===== config.mk =====
export PLATFORM = sky130hd
export DESIGN_NAME = pe_dispatch
export DESIGN_NICKNAME = d
export VERILOG_FILES = /design/src/rtl/pe_dispatch.sv
export SDC_FILE = /design/constraint.sdc
export NUM_CORES = 1
export LEC_CHECK = 0
export ABC_CLOCK_PERIOD_IN_PS = 8000
export CAP_MARGIN = 25
export CORE_AREA = 2 2 244 246
export DETAILED_ROUTE_END_ITERATION = 7
export DIE_AREA = 0 0 246 248
export PLACE_DENSITY = 0.78
export SYNTH_ARGS = -nofsm -noshare
export SYNTH_HDL_FRONTEND = slang
export SYNTH_SLANG_ARGS = --single-unit

===== constraint.sdc =====
create_clock -name clk -period 8 [get_ports clk]
set_input_delay 0.8 -clock clk [delete_from_list [all_inputs] [get_ports clk]]
set_output_delay 0.8 -clock clk [all_outputs]
set_load 0.03 [all_outputs]

===== src/rtl/pe_dispatch.sv =====
// Issue stage for pe_core_v3: queues sequencer words, reads operands from an 8x32 register file, issues in order, writes results back.
// Latency: a word accepted on edge E issues on E+1 at the earliest; a dependent issues on the edge after its producer's writeback.
// Backpressure: in_ready drops while the instruction FIFO is full; issue stalls on scoreboard hazards or MAX_INFLIGHT outstanding.
module pe_dispatch #(
    parameter int DEPTH        = 4,  // power of two, >= 2
    parameter int MAX_INFLIGHT = 4   // power of two, >= 2
) (
    input  logic        clk,
    input  logic        rst_n,
    input  logic [31:0] in_instr,
    input  logic        in_valid,
    output logic        in_ready,
    input  logic        rf_wr_en,
    input  logic [2:0]  rf_wr_addr,
    input  logic [31:0] rf_wr_data,
    input  logic [2:0]  rf_rd_addr,
    output logic [31:0] rf_rd_data,
    output logic [31:0] pe_opcode,
    output logic [31:0] pe_op1,
    output logic [31:0] pe_op2,
    output logic [31:0] pe_op3,
    output logic        pe_valid,
    input  logic [31:0] pe_result,
    input  logic        pe_result_valid,
    output logic        busy,
    output logic        err_unexpected
);
    localparam int PW = $clog2(DEPTH);
    localparam int TW = $clog2(MAX_INFLIGHT);
    localparam logic [PW:0] IPTR_ONE = 1;
    localparam logic [TW:0] TPTR_ONE = 1;

    // Instruction FIFO: only bits [31:8] carry information, so the low byte is not stored.
    logic [23:0] ififo_mem [DEPTH];
    logic [PW:0] ififo_wr_ptr;
    logic [PW:0] ififo_rd_ptr;
    logic        ififo_full;
    logic        ififo_empty;
    logic        push_vld;
    logic        issue_vld;
    logic [23:0] head_dat;
    logic [6:0]  head_class;
    logic [4:0]  head_func;
    logic [2:0]  head_rd;
    logic [2:0]  head_rs1;
    logic [2:0]  head_rs2;
    logic [2:0]  head_rs3;
    logic        unused_instr_bits;

    // Destination tag FIFO: its occupancy is the inflight count.
    logic [2:0]  tag_mem [MAX_INFLIGHT];
    logic [TW:0] tag_wr_ptr;
    logic [TW:0] tag_rd_ptr;
    logic        tag_full;
    logic        tag_empty;
    logic [2:0]  wb_tag;
    logic        wb_vld;

    logic [7:0]  pending;
    logic [7:0]  pending_nxt;
    logic [31:0] rf [8];

    assign unused_instr_bits = ^in_instr[7:0];

    assign ififo_empty = (ififo_wr_ptr == ififo_rd_ptr);
    assign ififo_full  = (ififo_wr_ptr[PW-1:0] == ififo_rd_ptr[PW-1:0]) &&
                         (ififo_wr_ptr[PW] != ififo_rd_ptr[PW]);
    assign in_ready    = !ififo_full;
    assign push_vld    = in_valid && !ififo_full;

    assign head_dat    = ififo_mem[ififo_rd_ptr[PW-1:0]];
    assign head_class  = head_dat[23:17];
    assign head_func   = head_dat[16:12];
    assign head_rd     = head_dat[11:9];
    assign head_rs1    = head_dat[8:6];
    assign head_rs2    = head_dat[5:3];
    assign head_rs3    = head_dat[2:0];

    assign tag_empty   = (tag_wr_ptr == tag_rd_ptr);
    assign tag_full    = (tag_wr_ptr[TW-1:0] == tag_rd_ptr[TW-1:0]) &&
                         (tag_wr_ptr[TW] != tag_rd_ptr[TW]);
    assign wb_tag      = tag_mem[tag_rd_ptr[TW-1:0]];

    // Every field is checked regardless of opcode; the scoreboard is the pre-edge one, no bypass.
    assign issue_vld   = !ififo_empty && !tag_full &&
                         !pending[head_rs1] && !pending[head_rs2] &&
                         !pending[head_rs3] && !pending[head_rd];
    assign wb_vld      = pe_result_valid && !tag_empty;

    assign busy        = !ififo_empty || !tag_empty;
    assign rf_rd_data  = rf[rf_rd_addr];

    // Instruction FIFO storage (contents need no reset; pointers qualify them).
    always_ff @(posedge clk) begin
        if (push_vld) begin
            ififo_mem[ififo_wr_ptr[PW-1:0]] <= in_instr[31:8];
        end
    end

    // Instruction FIFO pointers: push on accept, pop on issue.
    always_ff @(posedge clk or negedge rst_n) begin
        if (!rst_n) begin
            ififo_wr_ptr <= '0;
            ififo_rd_ptr <= '0;
        end else begin
            if (push_vld) ififo_wr_ptr <= ififo_wr_ptr + IPTR_ONE;
            if (issue_vld) ififo_rd_ptr <= ififo_rd_ptr + IPTR_ONE;
        end
    end

    // Tag FIFO storage: destination of each issued instruction, in issue order.
    always_ff @(posedge clk) begin
        if (issue_vld) begin
            tag_mem[tag_wr_ptr[TW-1:0]] <= head_rd;
        end
    end

    // Tag FIFO pointers: push on issue, pop on writeback.
    always_ff @(posedge clk or negedge rst_n) begin
        if (!rst_n) begin
            tag_wr_ptr <= '0;
            tag_rd_ptr <= '0;
        end else begin
            if (issue_vld) tag_wr_ptr <= tag_wr_ptr + TPTR_ONE;
            if (wb_vld)    tag_rd_ptr <= tag_rd_ptr + TPTR_ONE;
        end
    end

    // Scoreboard update: writeback clears its tag, issue marks the new destination.
    always_comb begin
        pending_nxt = pending;
        if (wb_vld)    pending_nxt[wb_tag]  = 1'b0;
        if (issue_vld) pending_nxt[head_rd] = 1'b1;
    end

    // Scoreboard register.
    always_ff @(posedge clk or negedge rst_n) begin
        if (!rst_n) pending <= '0;
        else        pending <= pending_nxt;
    end

    // Register file: the writeback is applied after the host write so it wins a same-register collision.
    always_ff @(posedge clk or negedge rst_n) begin
        if (!rst_n) begin
            for (int i = 0; i < 8; i++) rf[i] <= '0;
        end else begin
            if (rf_wr_en) rf[rf_wr_addr] <= rf_wr_data;
            if (wb_vld)   rf[wb_tag]     <= pe_result;
        end
    end

    // Issue bundle: operands sampled from the pre-edge register file; held while idle.
    always_ff @(posedge clk or negedge rst_n) begin
        if (!rst_n) begin
            pe_valid  <= 1'b0;
            pe_opcode <= '0;
            pe_op1    <= '0;
            pe_op2    <= '0;
            pe_op3    <= '0;
        end else begin
            pe_valid <= issue_vld;
            if (issue_vld) begin
                pe_opcode <= {head_class, head_func, 20'd0};
                pe_op1    <= rf[head_rs1];
                pe_op2    <= rf[head_rs2];
                pe_op3    <= rf[head_rs3];
            end
        end
    end

    // Sticky flag for a result that arrives with nothing outstanding.
    always_ff @(posedge clk or negedge rst_n) begin
        if (!rst_n) err_unexpected <= 1'b0;
        else if (pe_result_valid && tag_empty) err_unexpected <= 1'b1;
    end
endmodule


==> results.py, run 1 <==
metrics = {
    "critical_path": {
        "rrSetupSlack_ns": 2.96,
        "critPathMaxStageDelay_ns": 0.82,
        "worstSetupPathType": "register to register",
        "critPathLaunchType": "register",
        "cp.arrival_ns": 5.54,
        "crit_path_end_kind": "register",
        "cp.required_ns": 8.50,
        "cp_slowest_cell": "buf_4",
        "crit_path_cell_trace": "buf_4 -> mux4_4 -> buf_4 -> nor2b_1 -> mux4_2 -> a2111oi_4 -> nand3_2 -> inv_6 -> buf_4 -> mux2_2",
        "path_max_fanout": 66,
        "cpMostUsedCell": "buf_4",
    },
    "layout": {
        "syn2layout_area_growth_pct": 16.37,
        "layout_common_cells": "385 x dfrtp_1, 278 x mux4_2, 269 x mux2i_1",
        "final_util_pct": 57.64,
        "drive_above_1_share_pct": 23.14,
        "fillCellCount": 4532,
        "final_common_cell": "dfrtp_1",
        "nets": 2464,
    },
    "sta": {
        "setup_violations": 0,
        "rsz0062_at_grt": "no",
        "min_period_over_period_pct": 63.00,
        "period_minus_slack_ns": 5.040,
        "fin_skew_ns": 0.02580,
        "fin_tns_setup_ns": 0,
        "max_freq_mhz": 198.4,
        "worstMarginPinSlew_ns": 1.019,
        "holdWs_ns": 0.2827,
        "drv_slew": 0,
        "hold_viol_final": 0,
        "slew_headroom_pct": 32.10,
    },
    "run": {
        "maxCapViolations": 0,
    },
    "drt": {
        "drtIter0Drc": 2608,
        "wire_per_inst_um": 27.85,
        "vias_per_cell": 6.620,
        "drc": 0,
        "wl_mm": 88.42,
        "ant_nets": 0,
        "first_pass_iters": 6,
        "vias": 21020,
    },
    "floorplan": {
        "die_h_um": 248,
        "fp-row-count": 89,
        "die_area_um2": 61010,
        "ios": 271,
        "die-width_um": 246,
        "start_util_pct": 49.53,
        "core_area_um2": 58460,
    },
    "cts": {
        "hold_buffers": 0,
        "clock_latency_ns": 0.64,
        "clock_sinks": 494,
        "cts_buffer_depth": 3,
        "numCtsBuffers": 55,
        "cts_setup_buffers": 0,
        "ctsResizeCount": 0,
        "h-tree-depth": 2,
        "cts_root_buffer": "clkbuf_16",
        "cts_tree": "built",
        "clkTransAtPathRegs_ns": 0.06,
    },
    "yosys": {
        "ys_async_sr_fraction_pct": 78.14,
        "syn_area_um2": 28960,
        "synthFlopType": "dfrtp_1",
        "synth-seq-area-share_pct": 44.56,
        "yosys_warnings": 0,
        "synth-seq-cells": 494,
        "synth-edff-count": 108,
        "syn-mean-instance-area_um2": 12.82,
        "yosysUniqueCellTypes": 50,
        "synthCells": 2259,
    },
    "grt": {
        "grt_usage_pct": 29.05,
        "grt_pass1_vias": 21418,
        "grt_overflow_total": 0,
        "antenna_found_initial": 14,
        "grt_pass1_wl_mm": 132.7,
        "grt_max_degree": 160,
    },
    "power": {
        "peakVddDrop_v": 0.0004330,
        "power_density_nw_per_um2": 526.0,
        "p_leak_nw": 13.28,
    },
    "placed_design": {
        "hpwlAfterDp_mm": 50.33,
        "io_buffers": 242,
        "place_congestion": 0.8193,
    },
    "min_path": {
        "min_path_type": "primary input to asynchronous set/reset pin",
    },
    "run_status": {
        "status": "complete, no violations",
    },
}
-- flip-flops by register name, indices dropped and copies added (netlist names), 8 cells and up --
signal,cells
pe_opcode,12
pe_op1,32
tag_mem,12
pending,8
pe_op2,32
rf,256
pe_op3,32
ififo_mem,96
-- Yosys cell counts, types with 6 or more instances --
cell / count / area share, %
nor2_1: 100 / 1.3
xor2_1: 6 / 0.18
clkbuf_1: 128 / 1.7
buf_4: 22 / 0.57
mux2_1: 71 / 2.8
a21oi_1: 98 / 1.7
inv_1: 11 / 0.14
xnor2_1: 8 / 0.24
mux2i_1: 269 / 9.3
o21ai_0: 161 / 2.8
buf_1: 77 / 1.0
and2_1: 6 / 0.13
nor2b_1: 6 / 0.13
edfxtp_1: 108 / 11
nand2_1: 234 / 3.0
a31oi_1: 63 / 1.4
mux2_2: 105 / 4.1
mux4_2: 284 / 22
buf_2: 23 / 0.40
dfrtp_1: 386 / 33
buf_8: 7 / 0.36
clkbuf_2: 19 / 0.33
ha_1: 10 / 0.43
-- worst paths after layout --
path,start,to,cells past startpoint
setup / recovery,ififo_rd_ptr[1],pe_op1[30],10
hold / removal,rst_n,rf[105],1
setup reg to reg,ififo_rd_ptr[1],pe_op1[30],10
hold reg to reg,err_unexpected,err_unexpected,1
max in group asynchronous,rst_n,pe_op2[27],2
min in group clk,err_unexpected,err_unexpected,1
-- layout make-up --
| type | instances | area [µm²] | area share [%] |
|---|---|---|---|
| timing repair buffer | 289 | 2831 | 8.402 |
| antenna | 8 | 20.02 | 0.05941 |
| clock buffer | 79 | 1617 | 4.797 |
| inverter | 13 | 53.80 | 0.1597 |
| sequential | 494 | 12900 | 38.29 |
| clock inverter | 25 | 395.4 | 1.173 |
| tap | 773 | 967.2 | 2.870 |
| multi-input combinational | 1494 | 14910 | 44.25 |
-- metrics by stage --
step | setup slack, ns | power [W] | instance area [µm²] | instances
2_1_floorplan | 4.576 | 0.01164 | 29030 | 2278
3_3_place_gp | 2.635 | 0.01436 | 31590 | 3059
3_5_place_dp | 2.532 | 0.01472 | 31600 | 3060
4_1_cts | 2.481 | 0.01758 | 33610 | 3164
5_1_grt | 2.769 | 0.01852 | 33690 | 3172
6_report | 2.960 | 0.01773 | 33700 | 3175
-- layer usage --
layer / GRT usage, % / routed length, µm / vias up
li1: - / - / 8657
met1: 36.83 / 31990 / 10605
met2: 45.76 / 41530 / 1430
met3: 9.267 / 11070 / 312
met4: 13.24 / 3724 / 16
met5: 0 / 103 / -
-- kinds of logic after synthesis --
group,Yosys count,synth area share [%]
AO/OA/AOI/OAI,339,6.390
XOR/XNOR,14,0.4234
adder cells (fa/ha/maj),10,0.4321
buffers and inverters,290,4.524
flip-flops,494,44.56
multiplexers,729,38.23
other,1,0.01295
AND/OR/NAND/NOR,382,5.431
-- power by group --
part / total, W / leakage, nW / switching [W] / internal, W
Clock: 0.00280 / 0.988 / 0.00110 / 0.00170
Sequential: 0.00483 / 5.60 / 0.00106 / 0.00377
Combinational: 0.0101 / 6.69 / 0.00542 / 0.00468
Total: 0.0177 / 13.3 / 0.00758 / 0.0101
-- critical path: cells and delay by family, from the launching register on --
kind	cells	cell delay (ns)
buf+inv	4	2.36
flops	1	0.32
compound gates	1	0.26
simple gates	2	0.38
mux	3	1.54
No activity file was read; power rests on OpenSTA's default activity.
==> run 2, diff against run 1 <==
--- a/config.mk
+++ b/config.mk
@@ -5,12 +5,12 @@
 export SDC_FILE = /design/constraint.sdc
 export NUM_CORES = 1
 export LEC_CHECK = 0
-export ABC_CLOCK_PERIOD_IN_PS = 8000
+export ABC_CLOCK_PERIOD_IN_PS = 4600
 export CAP_MARGIN = 25
 export CORE_AREA = 2 2 244 246
 export DETAILED_ROUTE_END_ITERATION = 7
 export DIE_AREA = 0 0 246 248
-export PLACE_DENSITY = 0.78
+export PLACE_DENSITY = 0.8
 export SYNTH_ARGS = -nofsm -noshare
 export SYNTH_HDL_FRONTEND = slang
 export SYNTH_SLANG_ARGS = --single-unit
==> constraint.sdc (replaced) <==
create_clock -name clk -period 4.6 [get_ports clk]
set_input_delay 0.46 -clock clk [delete_from_list [all_inputs] [get_ports clk]]
set_output_delay 0.46 -clock clk [all_outputs]
set_load 0.03 [all_outputs]
==> results.py, run 2 (synthesis results as in run 1) <==
metrics = {
    "run_status": {
        "status": "complete, no violations",
    },
    "placed_design": {
        "dp.cells": 3068,
        "hpwlAfterDp_mm": 51.13,
        "place_congestion": 0.8390,
        "io_buffers": 242,
    },
    "min_path": {
        "min_path_type": "register to register",
        "min-delay-start": "err_unexpected",
        "worst_hold_path.endpoint": "err_unexpected",
        "holdPathStages": 1,
    },
    "sta": {
        "slew_headroom_pct": 34.67,
        "fin_tns_setup_ns": 0,
        "period_minus_slack_ns": 4.170,
        "drv_slew": 0,
        "setup_violations": 0,
        "holdWs_ns": 0.4590,
        "rsz0062_at_grt": "no",
        "hold_viol_final": 0,
        "fin_skew_ns": 0.04823,
        "worstMarginPinSlew_ns": 0.9800,
        "min_period_over_period_pct": 90.65,
        "max_freq_mhz": 239.8,
    },
    "cts": {
        "hold_buffers": 1,
        "cts_tree": "built",
        "clock_latency_ns": 0.64,
        "cts_setup_buffers": 0,
        "ctsResizeCount": 0,
        "cts_root_buffer": "clkbuf_16",
        "clock_sinks": 494,
        "clkTransAtPathRegs_ns": 0.06,
        "cts_buffer_depth": 3,
        "numCtsBuffers": 53,
        "h-tree-depth": 2,
    },
    "layout": {
        "largest_register_ffs": 256,
        "fillCellCount": 4479,
        "top_register": "rf",
        "nets": 2468,
        "drive_above_1_share_pct": 22.95,
        "layout_common_cells": "385 x dfrtp_1, 278 x mux4_2, 269 x mux2i_1",
        "final_common_cell": "dfrtp_1",
        "syn2layout_area_growth_pct": 16.05,
        "fin_cells": 3174,
    },
    "drt": {
        "drtIter0Drc": 2195,
        "wire_per_inst_um": 27.00,
        "vias_per_cell": 6.572,
        "first_pass_iters": 6,
        "ant_nets": 0,
        "vias": 20860,
        "wl_mm": 85.71,
        "drc": 0,
    },
    "power": {
        "switchingPower_w": 0.01295,
        "swShare_pct": 42.67,
        "power.share.combinational_pct": 57.5,
        "clock_power_share_pct": 14.7,
        "peakVddDrop_v": 0.001092,
        "p_int_w": 0.01739,
        "seq_power_share_pct": 27.8,
        "p_leak_nw": 13.21,
        "power_density_nw_per_um2": 902.8,
    },
    "grt": {
        "antenna_found_initial": 7,
        "grt_overflow_total": 0,
        "grt_pass1_wl_mm": 129.3,
        "grt_pass1_vias": 21052,
        "grt_usage_pct": 28.20,
        "grt_max_degree": 110,
    },
    "critical_path": {
        "crit_path_end_kind": "register",
        "worst_r2r_path_depth": 9,
        "path_max_fanout": 43,
        "critPathMaxStageDelay_ns": 0.62,
        "cp_slowest_cell": "buf_4",
        "worstSetupPathType": "register to register",
        "cp.arrival_ns": 4.65,
        "regToRegEndpoint": "pe_op1[18]",
        "r2r-start": "ififo_rd_ptr[0]",
        "cp.required_ns": 5.08,
        "critPathLaunchType": "register",
        "rrSetupSlack_ns": 0.43,
        "crit_path_cell_trace": "mux4_4 -> buf_4 -> nor2b_1 -> mux4_2 -> a2111oi_4 -> nand3_2 -> inv_6 -> buf_12 -> mux2_1",
    },
    "floorplan": {
        "fp-row-count": 89,
        "die_h_um": 248,
        "ios": 271,
        "core_area_um2": 58460,
        "start_util_pct": 49.53,
        "die-width_um": 246,
        "die_area_um2": 61010,
    },
    "run": {
        "maxCapViolations": 0,
    },
}
-- run 2: cell count changes in the layout (fill, tap and decap cells not counted), sizes merged --
cell / change
buf: +5
bufinv: -4
clkbuf: -5
clkinv: -1
clkinvlp: +2
diode: +1
dlygate4sd3: +1
-- run 2: how the worst max path moves through the flow --
| stage | startpoint | to | slack, ns |
|---|---|---|---|
| 3_5_place_dp | ififo_rd_ptr[0] | pe_op1[18] | 0.47 |
| 2_1_floorplan | ififo_rd_ptr[0] | tag_mem[0][0] | 1.18 |
| 5_1_grt | ififo_rd_ptr[0] | pe_op2[19] | 0.21 |
| 4_1_cts | ififo_rd_ptr[0] | pe_op1[18] | 0.41 |
| 3_3_place_gp | ififo_rd_ptr[0] | pe_op1[30] | 0.54 |
| 6_report | ififo_rd_ptr[0] | pe_op1[18] | 0.43 |
-- run 2: layout make-up --
cell class | instances | area, µm² | share of cell area [%]
multi-input cells | 1494 | 14910 | 44.38
flip-flops and latches | 494 | 12900 | 38.40
repair buffers | 295 | 2918 | 8.682
clock buffers | 74 | 1515 | 4.509
well taps | 773 | 967.2 | 2.878
clock inverters | 22 | 311.5 | 0.9271
inverters | 13 | 53.80 | 0.1601
diodes | 9 | 22.52 | 0.06702
-- run 2: critical path, delay by kind of cell, from the launching register on --
family          cells  cell delay [ns]
mux                 3             1.39
buf+inv             3             1.36
flops               1             0.57
simple gates        2             0.37
compound gates      1             0.27
-- run 2: stage by stage --
step	total power, W	util (%)	cell area [µm²]	setup slack, ns
floorplan	0.02024	-	29030	1.179
global placement	0.02499	54.30	31750	0.5436
detailed placement	0.02565	54.30	31750	0.4689
CTS	0.03020	57.44	33580	0.4116
global route	0.03179	57.46	33590	0.2083
finish	0.03034	57.48	33610	0.4301
-- run 2: power groups by stage --
| stage | Combinational [W] | Clock, W | Sequential, W |
|---|---|---|---|
| floorplan | 0.0115 | 0 | 0.00875 |
| global placement | 0.0168 | 0 | 0.00820 |
| detailed placement | 0.0172 | 0 | 0.00842 |
| CTS | 0.0173 | 0.00450 | 0.00838 |
| global route | 0.0184 | 0.00467 | 0.00870 |
| finish | 0.0174 | 0.00446 | 0.00845 |
-- run 2: per-layer routing --
metal	GRT usage, %	wire, µm
met1	36.69	31260
met2	45.34	41250
met3	6.931	9733
met4	12.00	3449
met5	0	16
